**config.mk**
```make
export PLATFORM = sky130hd
export DESIGN_NAME = sync_fifo_param
export DESIGN_NICKNAME = d
export VERILOG_FILES = /design/src/rtl/sync_fifo_param.sv
export SDC_FILE = /design/constraint.sdc
export NUM_CORES = 1
export LEC_CHECK = 0
export CAP_MARGIN = 20
export CORE_MARGIN = 5
export CORE_UTILIZATION = 50
export CTS_CLUSTER_SIZE = 30
export DETAILED_ROUTE_END_ITERATION = 8
export GPL_TIMING_DRIVEN = 0
export PLACE_DENSITY = 0.68
export SETUP_SLACK_MARGIN = 0.15
export SLEW_MARGIN = 20
export SYNTH_ARGS = -nofsm -noshare
export SYNTH_HDL_FRONTEND = slang
export SYNTH_SLANG_ARGS = --single-unit
```
**constraint.sdc**
```tcl
create_clock -name clk -period 7.2 [get_ports clk]
set_input_delay 1.08 -clock clk [delete_from_list [all_inputs] [get_ports clk]]
set_output_delay 1.08 -clock clk [all_outputs]
set_load 0.05 [all_outputs]
```
**src/rtl/sync_fifo_param.sv**
```systemverilog
// sync_fifo_param
// Single-clock parametrised FIFO with fill count, programmable
// almost-full / almost-empty thresholds, sticky overflow / underflow
// flags and a synchronous clear.
//
// Build option:
//   SYNC_FIFO_PARAM_FWFT_EN  defined   -> first-word-fall-through read
//                            undefined -> registered read, 1-cycle latency
//
// Ports:
//   clk       single clock, rising edge
//   rst       synchronous active-low reset
//   clr       synchronous clear (empties FIFO, clears sticky flags)
//   wr_en     write request
//   data_in   write data
//   rd_en     read request (pop acknowledge in FWFT mode)
//   data_out  read data
//   f_full    count == ADDRDEPTH
//   f_empty   count == 0
//   f_afull   count >= AFULL_TH
//   f_aempty  count <= AEMPTY_TH
//   count     occupancy, 0..ADDRDEPTH
//   f_ovf     sticky: write attempted while full
//   f_udf     sticky: read attempted while empty
module sync_fifo_param #(
    parameter int DATAWIDTH = 8,
    parameter int ADDRWIDTH = 4,
    parameter int ADDRDEPTH = 16,
    parameter int AFULL_TH  = 12,
    parameter int AEMPTY_TH = 4
) (
    input  logic                 clk,
    input  logic                 rst,
    input  logic                 clr,
    input  logic                 wr_en,
    input  logic [DATAWIDTH-1:0] data_in,
    input  logic                 rd_en,
    output logic [DATAWIDTH-1:0] data_out,
    output logic                 f_full,
    output logic                 f_empty,
    output logic                 f_afull,
    output logic                 f_aempty,
    output logic [ADDRWIDTH:0]   count,
    output logic                 f_ovf,
    output logic                 f_udf
);

    localparam int PW = ADDRWIDTH + 1;
    localparam logic [ADDRWIDTH:0] PTR_ONE  = PW'(1);
    localparam logic [ADDRWIDTH:0] AFULL_C  = PW'(AFULL_TH);
    localparam logic [ADDRWIDTH:0] AEMPTY_C = PW'(AEMPTY_TH);

    if (ADDRDEPTH != (1 << ADDRWIDTH)) begin : g_depth_chk
        $error("sync_fifo_param: ADDRDEPTH must equal 2**ADDRWIDTH");
    end
    if (!(AEMPTY_TH >= 0 && AEMPTY_TH < AFULL_TH && AFULL_TH <= ADDRDEPTH)) begin : g_th_chk
        $error("sync_fifo_param: thresholds must satisfy 0 <= AEMPTY_TH < AFULL_TH <= ADDRDEPTH");
    end

    logic [DATAWIDTH-1:0] mem [ADDRDEPTH];

    logic [ADDRWIDTH:0] wr_ptr_q, wr_ptr_d;
    logic [ADDRWIDTH:0] rd_ptr_q, rd_ptr_d;
    logic               ovf_q, ovf_d;
    logic               udf_q, udf_d;
    logic               wr_acc;
    logic               rd_acc;

    // Flags depend only on registered pointers, so there is no
    // combinational path from any input to any output.
    assign count    = wr_ptr_q - rd_ptr_q;
    assign f_empty  = (wr_ptr_q == rd_ptr_q);
    assign f_full   = (wr_ptr_q[ADDRWIDTH] != rd_ptr_q[ADDRWIDTH]) &&
                      (wr_ptr_q[ADDRWIDTH-1:0] == rd_ptr_q[ADDRWIDTH-1:0]);
    assign f_afull  = (count >= AFULL_C);
    assign f_aempty = (count <= AEMPTY_C);
    assign f_ovf    = ovf_q;
    assign f_udf    = udf_q;

    assign wr_acc = wr_en && !f_full;
    assign rd_acc = rd_en && !f_empty;

    always_comb begin
        wr_ptr_d = wr_ptr_q;
        rd_ptr_d = rd_ptr_q;
        ovf_d    = ovf_q;
        udf_d    = udf_q;
        if (clr) begin
            wr_ptr_d = '0;
            rd_ptr_d = '0;
            ovf_d    = 1'b0;
            udf_d    = 1'b0;
        end else begin
            if (wr_acc) wr_ptr_d = wr_ptr_q + PTR_ONE;
            if (rd_acc) rd_ptr_d = rd_ptr_q + PTR_ONE;
            ovf_d = ovf_q | (wr_en & f_full);
            udf_d = udf_q | (rd_en & f_empty);
        end
    end

    always_ff @(posedge clk) begin
        if (!rst) begin
            wr_ptr_q <= '0;
            rd_ptr_q <= '0;
            ovf_q    <= 1'b0;
            udf_q    <= 1'b0;
        end else begin
            wr_ptr_q <= wr_ptr_d;
            rd_ptr_q <= rd_ptr_d;
            ovf_q    <= ovf_d;
            udf_q    <= udf_d;
        end
    end

    // Storage has no reset; a write in a reset or clear cycle is dropped.
    always_ff @(posedge clk) begin
        if (rst && !clr && wr_acc) begin
            mem[wr_ptr_q[ADDRWIDTH-1:0]] <= data_in;
        end
    end

`ifdef SYNC_FIFO_PARAM_FWFT_EN
    // Head word is presented directly; zero when nothing is stored.
    assign data_out = f_empty ? '0 : mem[rd_ptr_q[ADDRWIDTH-1:0]];
`else
    logic [DATAWIDTH-1:0] dout_q;

    // Clear leaves the last read word in place; only reset zeroes it.
    always_ff @(posedge clk) begin
        if (!rst) begin
            dout_q <= '0;
        end else if (!clr && rd_acc) begin
            dout_q <= mem[rd_ptr_q[ADDRWIDTH-1:0]];
        end
    end

    assign data_out = dout_q;
`endif

endmodule

```
==> impl_metrics.yaml, run 1 <==
route:
  dr.pass1.iters: 4
  drc_errors: 0
  via_per_inst: 5.794
  met2_length_um: 6047
  drtIter0Drc: 266
  routed.top_layer: "met4"
  ant_nets: 0
  wl_met3_um: 1024
  wl_per_cell_um: 22.28
  via_count: 3285
  wl_met1_um: 5277
  routed_wl_um: 12630
clocking:
  cts_tree: "done"
  hold_buffers: 0
  clk_pin_slew_ns: 0.06
  cts_root_buf: "clkbuf_16"
  clk_path_buf_depth: 2
  cts.sinks: 148
  cts-htree-levels: 4
  cts_resized: 0
  cts_buffers: 17
  postCtsSetupRepairBufs: 0
  insertion_delay_ns: 0.43
yosys:
  synth-seq-area-share: 0.7037
  synth.avg_cell_area_um2: 16.85
  synth_nets: 381
  yosys.cell_types.count: 40
  synth-async-reset-ratio: 0
  synth_edf_count: 128
  post_synth_instance_area_um2: 6031
  yosys_warnings: 0
  syn_inst: 358
  ys_ff_latch: 148
  ys.flop_type: "edfxtp_1"
place:
  portBuffers: 31
  gp_congestion: 0.8123
  pre_cts_ws_ns: 2.923
  post-dp-hpwl_um: 8350
layout:
  fillers: 875
  layout_common_cells: "edfxtp_1, nand2_1, mux4_2"
  final_common_cell: "edfxtp_1"
  syn2layout_area_growth_pct: 18.26
  num_antenna_cells: 0
  drive_above_1_share: 0.1905
  finalNetCount: 431
grt:
  grt_use_total: 0.1880
  grt_overflow: 0
  grt_start_max_net_pins: 17
  grt_pass1_wl_um: 19480
  grt_pass1_vias: 3370
  antenna_found_initial: 0
sta:
  fin_ws_ns: 2.461
  skew_ns: 0.008908
  tightest_slew_ns: 0.8555
  hold_ws_ns: 0.4685
  fin_setup_tns_ns: 0
  hold_viol_final: 0
  relSlewSlack: 0.4275
  min_period_over_period: 0.6583
  setup_violations: 0
  min_period_ns: 4.739
  fmax_mhz: 211.0
  maxSlewViolCount: 0
  rsz0062_at_grt: "false"
job:
  maxCapViolations: 0
setup_path:
  cp.required_ns: 6.12
  crit_type: "register to primary output"
  cp_max_fo: 10
  cp.arrival_ns: 3.66
  cp-end-kind: "primary output"
  start_kind: "register"
floorplanning:
  num_rows: 40
  die_w_um: 119.8
  core_um2: 11910
  die_h_um: 119.8
  start_util: 0.5063
  io-pin-count: 32
  die-area_um2: 14360
pwr:
  power.total_mw: 1.877
  leakage_nw: 2.367
  vdd_drop_max_uv: 159.5
  powerDensity_nw_per_um2: 263.2
status:
  outcome: "completed"
worst_hold_path:
  hold_path.class: "register to register"
==> synthesized netlist by cell type, types with 2 or more instances <==
library cell,number,area share
or4_1,2,0.0025
inv_1,12,0.0075
buf_6,4,0.0075
nor3_1,4,0.0033
xor2_1,2,0.0029
nand2_1,39,0.024
nand2b_1,3,0.0031
a211o_1,8,0.012
o21ai_0,3,0.0025
o31ai_1,2,0.0025
nor2b_1,3,0.0031
xnor2_1,7,0.010
a211oi_1,2,0.0025
ha_1,9,0.019
dfxtp_1,20,0.066
edfxtp_1,128,0.64
mux2i_1,2,0.0033
buf_2,4,0.0033
clkbuf_1,6,0.0037
a21oi_1,21,0.017
mux4_2,32,0.12
nor2_1,26,0.016
o2111ai_2,2,0.0050
==> sequential cells by signal, summed over array words and instances, names as in the netlist <==
register / count
wr_ptr_q: 5
mem: 128
f_udf: 1
data_out: 8
f_ovf: 1
rd_ptr_q: 5
==> metrics by stage <==
stage,cells,util,instance area [um^2]
5_1_grt,567,0.5987,7132
3_3_place_gp,536,0.5478,6525
3_5_place_dp,536,0.5495,6545
6_report,567,0.5987,7132
2_1_floorplan,358,-,6031
4_1_cts,567,0.5987,7132
==> final timing paths <==
path / cells past startpoint / to / slack [ns] / startpoint
max reg2reg: 8 / mem[12][0]$_DFFE_PP_ / 3.85 / rd_ptr_q[3]$_SDFFE_PP0N_
min reg2reg: 1 / data_out[1]$_SDFFE_PN0P_ / 0.47 / data_out[1]$_SDFFE_PN0P_
min: 1 / data_out[1]$_SDFFE_PN0P_ / 0.47 / data_out[1]$_SDFFE_PN0P_
max: 9 / f_aempty / 2.46 / rd_ptr_q[1]$_SDFFE_PP0N_
==> logic make-up (layout without fill, tap and decap cells) <==
logic type / Yosys count / count (layout) / synth area share
buf+inv: 28 / 90 / 0.02386
fa+ha+maj: 10 / 10 / 0.02199
mux: 34 / 34 / 0.1228
xor+xnor: 9 / 9 / 0.01307
compound gates: 47 / 47 / 0.05539
flops: 148 / 148 / 0.7037
simple gates: 82 / 82 / 0.05913
==> metal layers <==
| metal | vias up | GRT usage |
|---|---|---|
| li1 | 1486 | - |
| met1 | 1651 | 0.2594 |
| met2 | 122 | 0.2857 |
| met3 | 26 | 0.06173 |
| met4 | 0 | 0.06084 |
| met5 | - | 0 |
==> area by class of cell <==
type	count	area (um^2)	area share
timing repair buffer	31	310.3	0.04351
clock inverter	14	161.4	0.02263
tap	147	183.9	0.02579
buffer	15	95.09	0.01333
inverter	13	48.80	0.006842
sequential	148	4244	0.5951
multi-input combinational	182	1663	0.2332
clock buffer	17	425.4	0.05965
==> report_power, final <==
group	internal, mW	switching (mW)	leakage, nW	total [mW]
Combinational	0.0197	0.0413	0.772	0.0609
Sequential	0.935	0.00214	1.31	0.937
Clock	0.540	0.339	0.282	0.879
Total	1.49	0.383	2.37	1.88
==> worst max-delay path, cell delays in order (launching register included) <==
cell and delay [ns]:
dfxtp_1 0.35, buf_2 0.21, inv_2 0.16, clkbuf_1 0.43
ha_1 0.36, nor2b_1 0.14, o21ai_0 0.19, nor3b_1 0.37
o221a_1 0.24, clkdlybuf4s50_1 0.80
Note: power is estimated with default switching activity, not from simulation.
==> run 2, diff against run 1 <==
Clock period 7.2 ns to 4.5 ns, I/O delays scaled along.
==> run 2 against run 1 <==
  * Sequential share of layout area about the same
  * First-iteration DRC count increased by 3.8%
  * Via count increased by 0.85%
  * Critical path depth decreased by 1
  * Sequential power increased by 60%
==> impl_metrics.yaml, run 2 (synthesis gave the netlist of run 1 again) <==
worst_hold_path:
  hold_path.class: "register to register"
pwr:
  vdd_drop_max_uv: 256.3
  leakage_nw: 2.366
  powerDensity_nw_per_um2: 421.9
route:
  routed_wl_um: 12720
  via_count: 3313
  drc_errors: 0
  drtIter0Drc: 276
  via_per_inst: 5.853
  dr.pass1.iters: 5
  ant_nets: 0
  wl_per_cell_um: 22.46
clocking:
  clk_pin_slew_ns: 0.06
  hold_buffers: 0
  cts_root_buf: "clkbuf_16"
  cts-htree-levels: 4
  insertion_delay_ns: 0.43
  postCtsSetupRepairBufs: 0
  cts_buffers: 17
  cts_resized: 0
  clk_path_buf_depth: 2
  cts.sinks: 148
  cts_tree: "done"
sta:
  min_period_ns: 4.061
  tightest_slew_ns: 0.8925
  skew_ns: 0.01020
  maxSlewViolCount: 0
  hold_viol_final: 0
  relSlewSlack: 0.4028
  rsz0062_at_grt: "false"
  min_period_over_period: 0.9024
  setup_violations: 0
  fmax_mhz: 246.2
  fin_setup_tns_ns: 0
floorplanning:
  die_h_um: 119.8
  io-pin-count: 32
  num_rows: 40
  start_util: 0.5063
  die_w_um: 119.8
  core_um2: 11910
  die-area_um2: 14360
grt:
  antenna_found_initial: 0
  grt_pass1_vias: 3370
  grt_start_max_net_pins: 17
  grt_use_total: 0.1880
  grt_overflow: 0
  grt_pass1_wl_um: 19480
setup_path:
  cp.arrival_ns: 3.39
  cp.required_ns: 3.83
  crit_type: "register to primary output"
  start_kind: "register"
  cp-end-kind: "primary output"
  cp_max_fo: 17
layout:
  drive_above_1_share: 0.1909
  num_antenna_cells: 0
  final_common_cell: "edfxtp_1"
  stdcell_count: 566
  syn2layout_area_growth_pct: 18.20
  layout_common_cells: "edfxtp_1, nand2_1, mux4_2"
  largest_reg_flops: 128
  finalNetCount: 430
job:
  maxCapViolations: 0
status:
  outcome: "completed"
place:
  gp_congestion: 0.8123
  post-dp-hpwl_um: 8350
  dp_cells: 536
  portBuffers: 31
run 2: cell type report:
type	count	area [um^2]
Fill cell	877	4783
Sequential cell	148	4244
Multi-Input combinational cell	182	1663
Clock buffer	17	425.4
Timing Repair Buffer	31	310.3
Tap cell	147	183.9
Clock inverter	14	161.4
Buffer	14	91.34
Inverter	13	48.80
run 2: critical path, cell delays in order, from the launching register on:
cell	delay (ns)
dfxtp_1	0.39
buf_2	0.27
inv_2	0.20
ha_1	0.36
nor2b_1	0.14
o21ai_0	0.19
nor3b_1	0.37
o221a_1	0.24
clkdlybuf4s50_1	0.80
run 2: power by group:
part,switching [mW],internal [mW],total [mW]
registers,0.00348,1.50,1.50
logic,0.0661,0.0314,0.0976
clock network,0.547,0.864,1.41
run 2: through the flow:
step | setup slack, ns | instance area, um^2 | hold WS [ns] | util | power (mW)
global route | 0.2697 | 7128 | 0.5087 | 0.5984 | 3.087
finish | 0.4390 | 7128 | 0.4707 | 0.5984 | 3.007
CTS | 0.1511 | 7132 | 0.4709 | 0.5987 | 3.019
global placement | 0.6005 | 6525 | 0.4495 | 0.5478 | 1.622
floorplan | 0.9663 | 6031 | 0.4879 | - | 1.575
detailed placement | 0.6281 | 6545 | 0.4571 | 0.5495 | 1.625
run 2: final timing paths:
path                                                from                        to  slack (ns)  cells after the start
worst min-delay path            data_out[1]$_SDFFE_PN0P_  data_out[1]$_SDFFE_PN0P_        0.47                      1
worst min register to register  data_out[1]$_SDFFE_PN0P_  data_out[1]$_SDFFE_PN0P_        0.47                      1
worst max-delay path            rd_ptr_q[1]$_SDFFE_PP0N_                  f_aempty        0.44                      8
worst max register to register  rd_ptr_q[3]$_SDFFE_PP0N_      mem[12][1]$_DFFE_PP_        1.15                      8
run 2: metal layers:
| metal | share of wire | global-route usage |
|---|---|---|
| met3 | 0.064 | 0.06173 |
| met5 | 0 | 0 |
| met1 | 0.44 | 0.2594 |
| met2 | 0.48 | 0.2857 |
| met4 | 0.016 | 0.06084 |
==> run 3, diff against run 2 <==
Settings changed: ABC_CLOCK_PERIOD_IN_PS set to 4500, CORE_UTILIZATION 50 to 59, PLACE_DENSITY 0.68 to 0.79.
==> run 3 against run 2 <==
  * Fmax is 1.2% higher
  * Combinational power hardly changed
  * Register-to-register slack hardly changed
  * Power is 0.46% lower
  * First-iteration DRC count is 2.5% higher
  * Via count is 1.1% higher
  * Largest cell class unchanged
  * Largest power group unchanged
==> impl_metrics.yaml, run 3 (synthesis gave the netlist of run 1 again) <==
layout:
  multiInputGateArea_um2: 1663
  finalNetCount: 430
  fin_area_um2: 7128
  seq_area_um2: 4244
  num_antenna_cells: 0
  final_common_cell: "edfxtp_1"
  drive_above_1_share: 0.2000
  largest_reg_flops: 128
  syn2layout_area_growth_pct: 18.20
  stdcell_count: 556
  layout_common_cells: "edfxtp_1, nand2_1, mux4_2"
  fillers: 643
grt:
  antenna_found_initial: 0
  grt_use_total: 0.2217
  grt_overflow: 0
  grt_pass1_wl_um: 19960
  grt_pass1_vias: 3460
  grt_start_max_net_pins: 18
sta:
  tightest_slew_ns: 0.8494
  relSlewSlack: 0.4316
  min_period_ns: 4.013
  fmax_mhz: 249.2
  min_period_over_period: 0.8917
  hold_viol_final: 0
  setup_violations: 0
  maxSlewViolCount: 0
  hold_ws_ns: 0.4711
  fin_setup_tns_ns: 0
  skew_ns: 0.01783
  rsz0062_at_grt: "false"
place:
  portBuffers: 31
  dp_cells: 525
  post-dp-hpwl_um: 8216
  post_dp_cell_area_um2: 6531
  gp_congestion: 0.8388
route:
  wl_met1_um: 5108
  ant_nets: 0
  dr.pass1.iters: 5
  met2_length_um: 6354
  routed.top_layer: "met4"
  via_per_inst: 6.025
  wl_met3_um: 976
  wl_per_cell_um: 22.74
  routed_wl_um: 12640
  drtIter0Drc: 283
  drc_errors: 0
  via_count: 3350
pwr:
  p_seq_frac: 0.501
  vdd_drop_max_uv: 314.4
  pwr-share-comb: 0.033
  leakage_nw: 2.391
  internal-power_mw: 2.375
  p_sw_frac: 0.2067
  power.total_mw: 2.993
  net-switching-power_mw: 0.6188
  p_clk_frac: 0.467
  powerDensity_nw_per_um2: 419.9
setup_path:
  cp_max_fo: 10
  rr_worst_depth: 8
  crit_type: "register to primary output"
  cp.required_ns: 3.83
  start_kind: "register"
  r2r_slack_ns: 1.16
  timing.rr.end: "mem[13][2]$_DFFE_PP_"
  reg2reg_from: "rd_ptr_q[3]$_SDFFE_PP0N_"
  cp-end-kind: "primary output"
  cp.arrival_ns: 3.34
floorplanning:
  die_h_um: 111.1
  io-pin-count: 32
  core_um2: 10140
  die_w_um: 111.1
  die-area_um2: 12340
  start_util: 0.5948
  num_rows: 37
clocking:
  cts_buffers: 17
  cts_root_buf: "clkbuf_8"
  clk_path_buf_depth: 2
  cts-htree-levels: 4
  cts.sinks: 148
  clk_pin_slew_ns: 0.06
  insertion_delay_ns: 0.53
  cts_tree: "done"
status:
  outcome: "completed"
worst_hold_path:
  hold_path.class: "register to register"
  hold-path-cell-count: 2
  hold_start: "f_ovf$_SDFF_PP0_"
  hold_path_end: "f_ovf$_SDFF_PP0_"
job:
  maxCapViolations: 0
## run 3: critical path, cell delays in order (launching register included)
cell and delay [ns]:
dfxtp_1 0.31, buf_4 0.18, clkbuf_1 0.53, inv_1 0.10
ha_1 0.38, nand4_2 0.25, nor2_1 0.22, clkdlybuf4s50_1 0.83
## run 3: how the worst max path moves through the flow
stage	to	start	slack, ns	depth (start not counted)
after detailed placement	f_aempty	rd_ptr_q[1]$_SDFFE_PP0N_	0.62	9
after CTS	f_aempty	rd_ptr_q[1]$_SDFFE_PP0N_	0.29	8
after global routing	f_empty	rd_ptr_q[3]$_SDFFE_PP0N_	0.30	7
final	f_full	rd_ptr_q[3]$_SDFFE_PP0N_	0.49	7
after global placement	f_aempty	rd_ptr_q[1]$_SDFFE_PP0N_	0.66	9
after floorplan	f_afull	rd_ptr_q[1]$_SDFFE_PP0N_	0.97	8
## run 3: area by class of cell
type	count	area share
inverters	13	0.006846
clock buffers	17	0.05810
well taps	136	0.02387
flip-flops and latches	148	0.5954
clock inverters	15	0.02545
repair buffers	31	0.04423
plain buffers	14	0.01281
multi-input cells	182	0.2333
## run 3: stage by stage
step	setup WS [ns]	util
finish	0.4872	0.7031
global route	0.3030	0.7031
CTS	0.2927	0.7026
detailed placement	0.6180	0.6442
global placement	0.6607	0.6422
floorplan	0.9663	-
## run 3: power groups by stage
stage / Sequential (mW) / Combinational (mW) / Clock, mW
2_1_floorplan: 1.53 / 0.0410 / 0
3_3_place_gp: 1.53 / 0.0936 / 0
3_5_place_dp: 1.53 / 0.0969 / 0
4_1_cts: 1.50 / 0.0976 / 1.42
5_1_grt: 1.50 / 0.104 / 1.49
6_report: 1.50 / 0.0974 / 1.40
## run 3: timing repair
item                                    in CTS  in global routing
endpoints found under the setup margin       2                  2
hold buffers                                 0                  0
setup buffers                                0                  0
gates resized for setup                      0                  2
## run 3: per-layer routing
layer	vias up	GRT usage
li1	1496	-
met3	13	0.06714
met5	-	0
met4	0	0.08110
met2	164	0.3451
met1	1677	0.2997
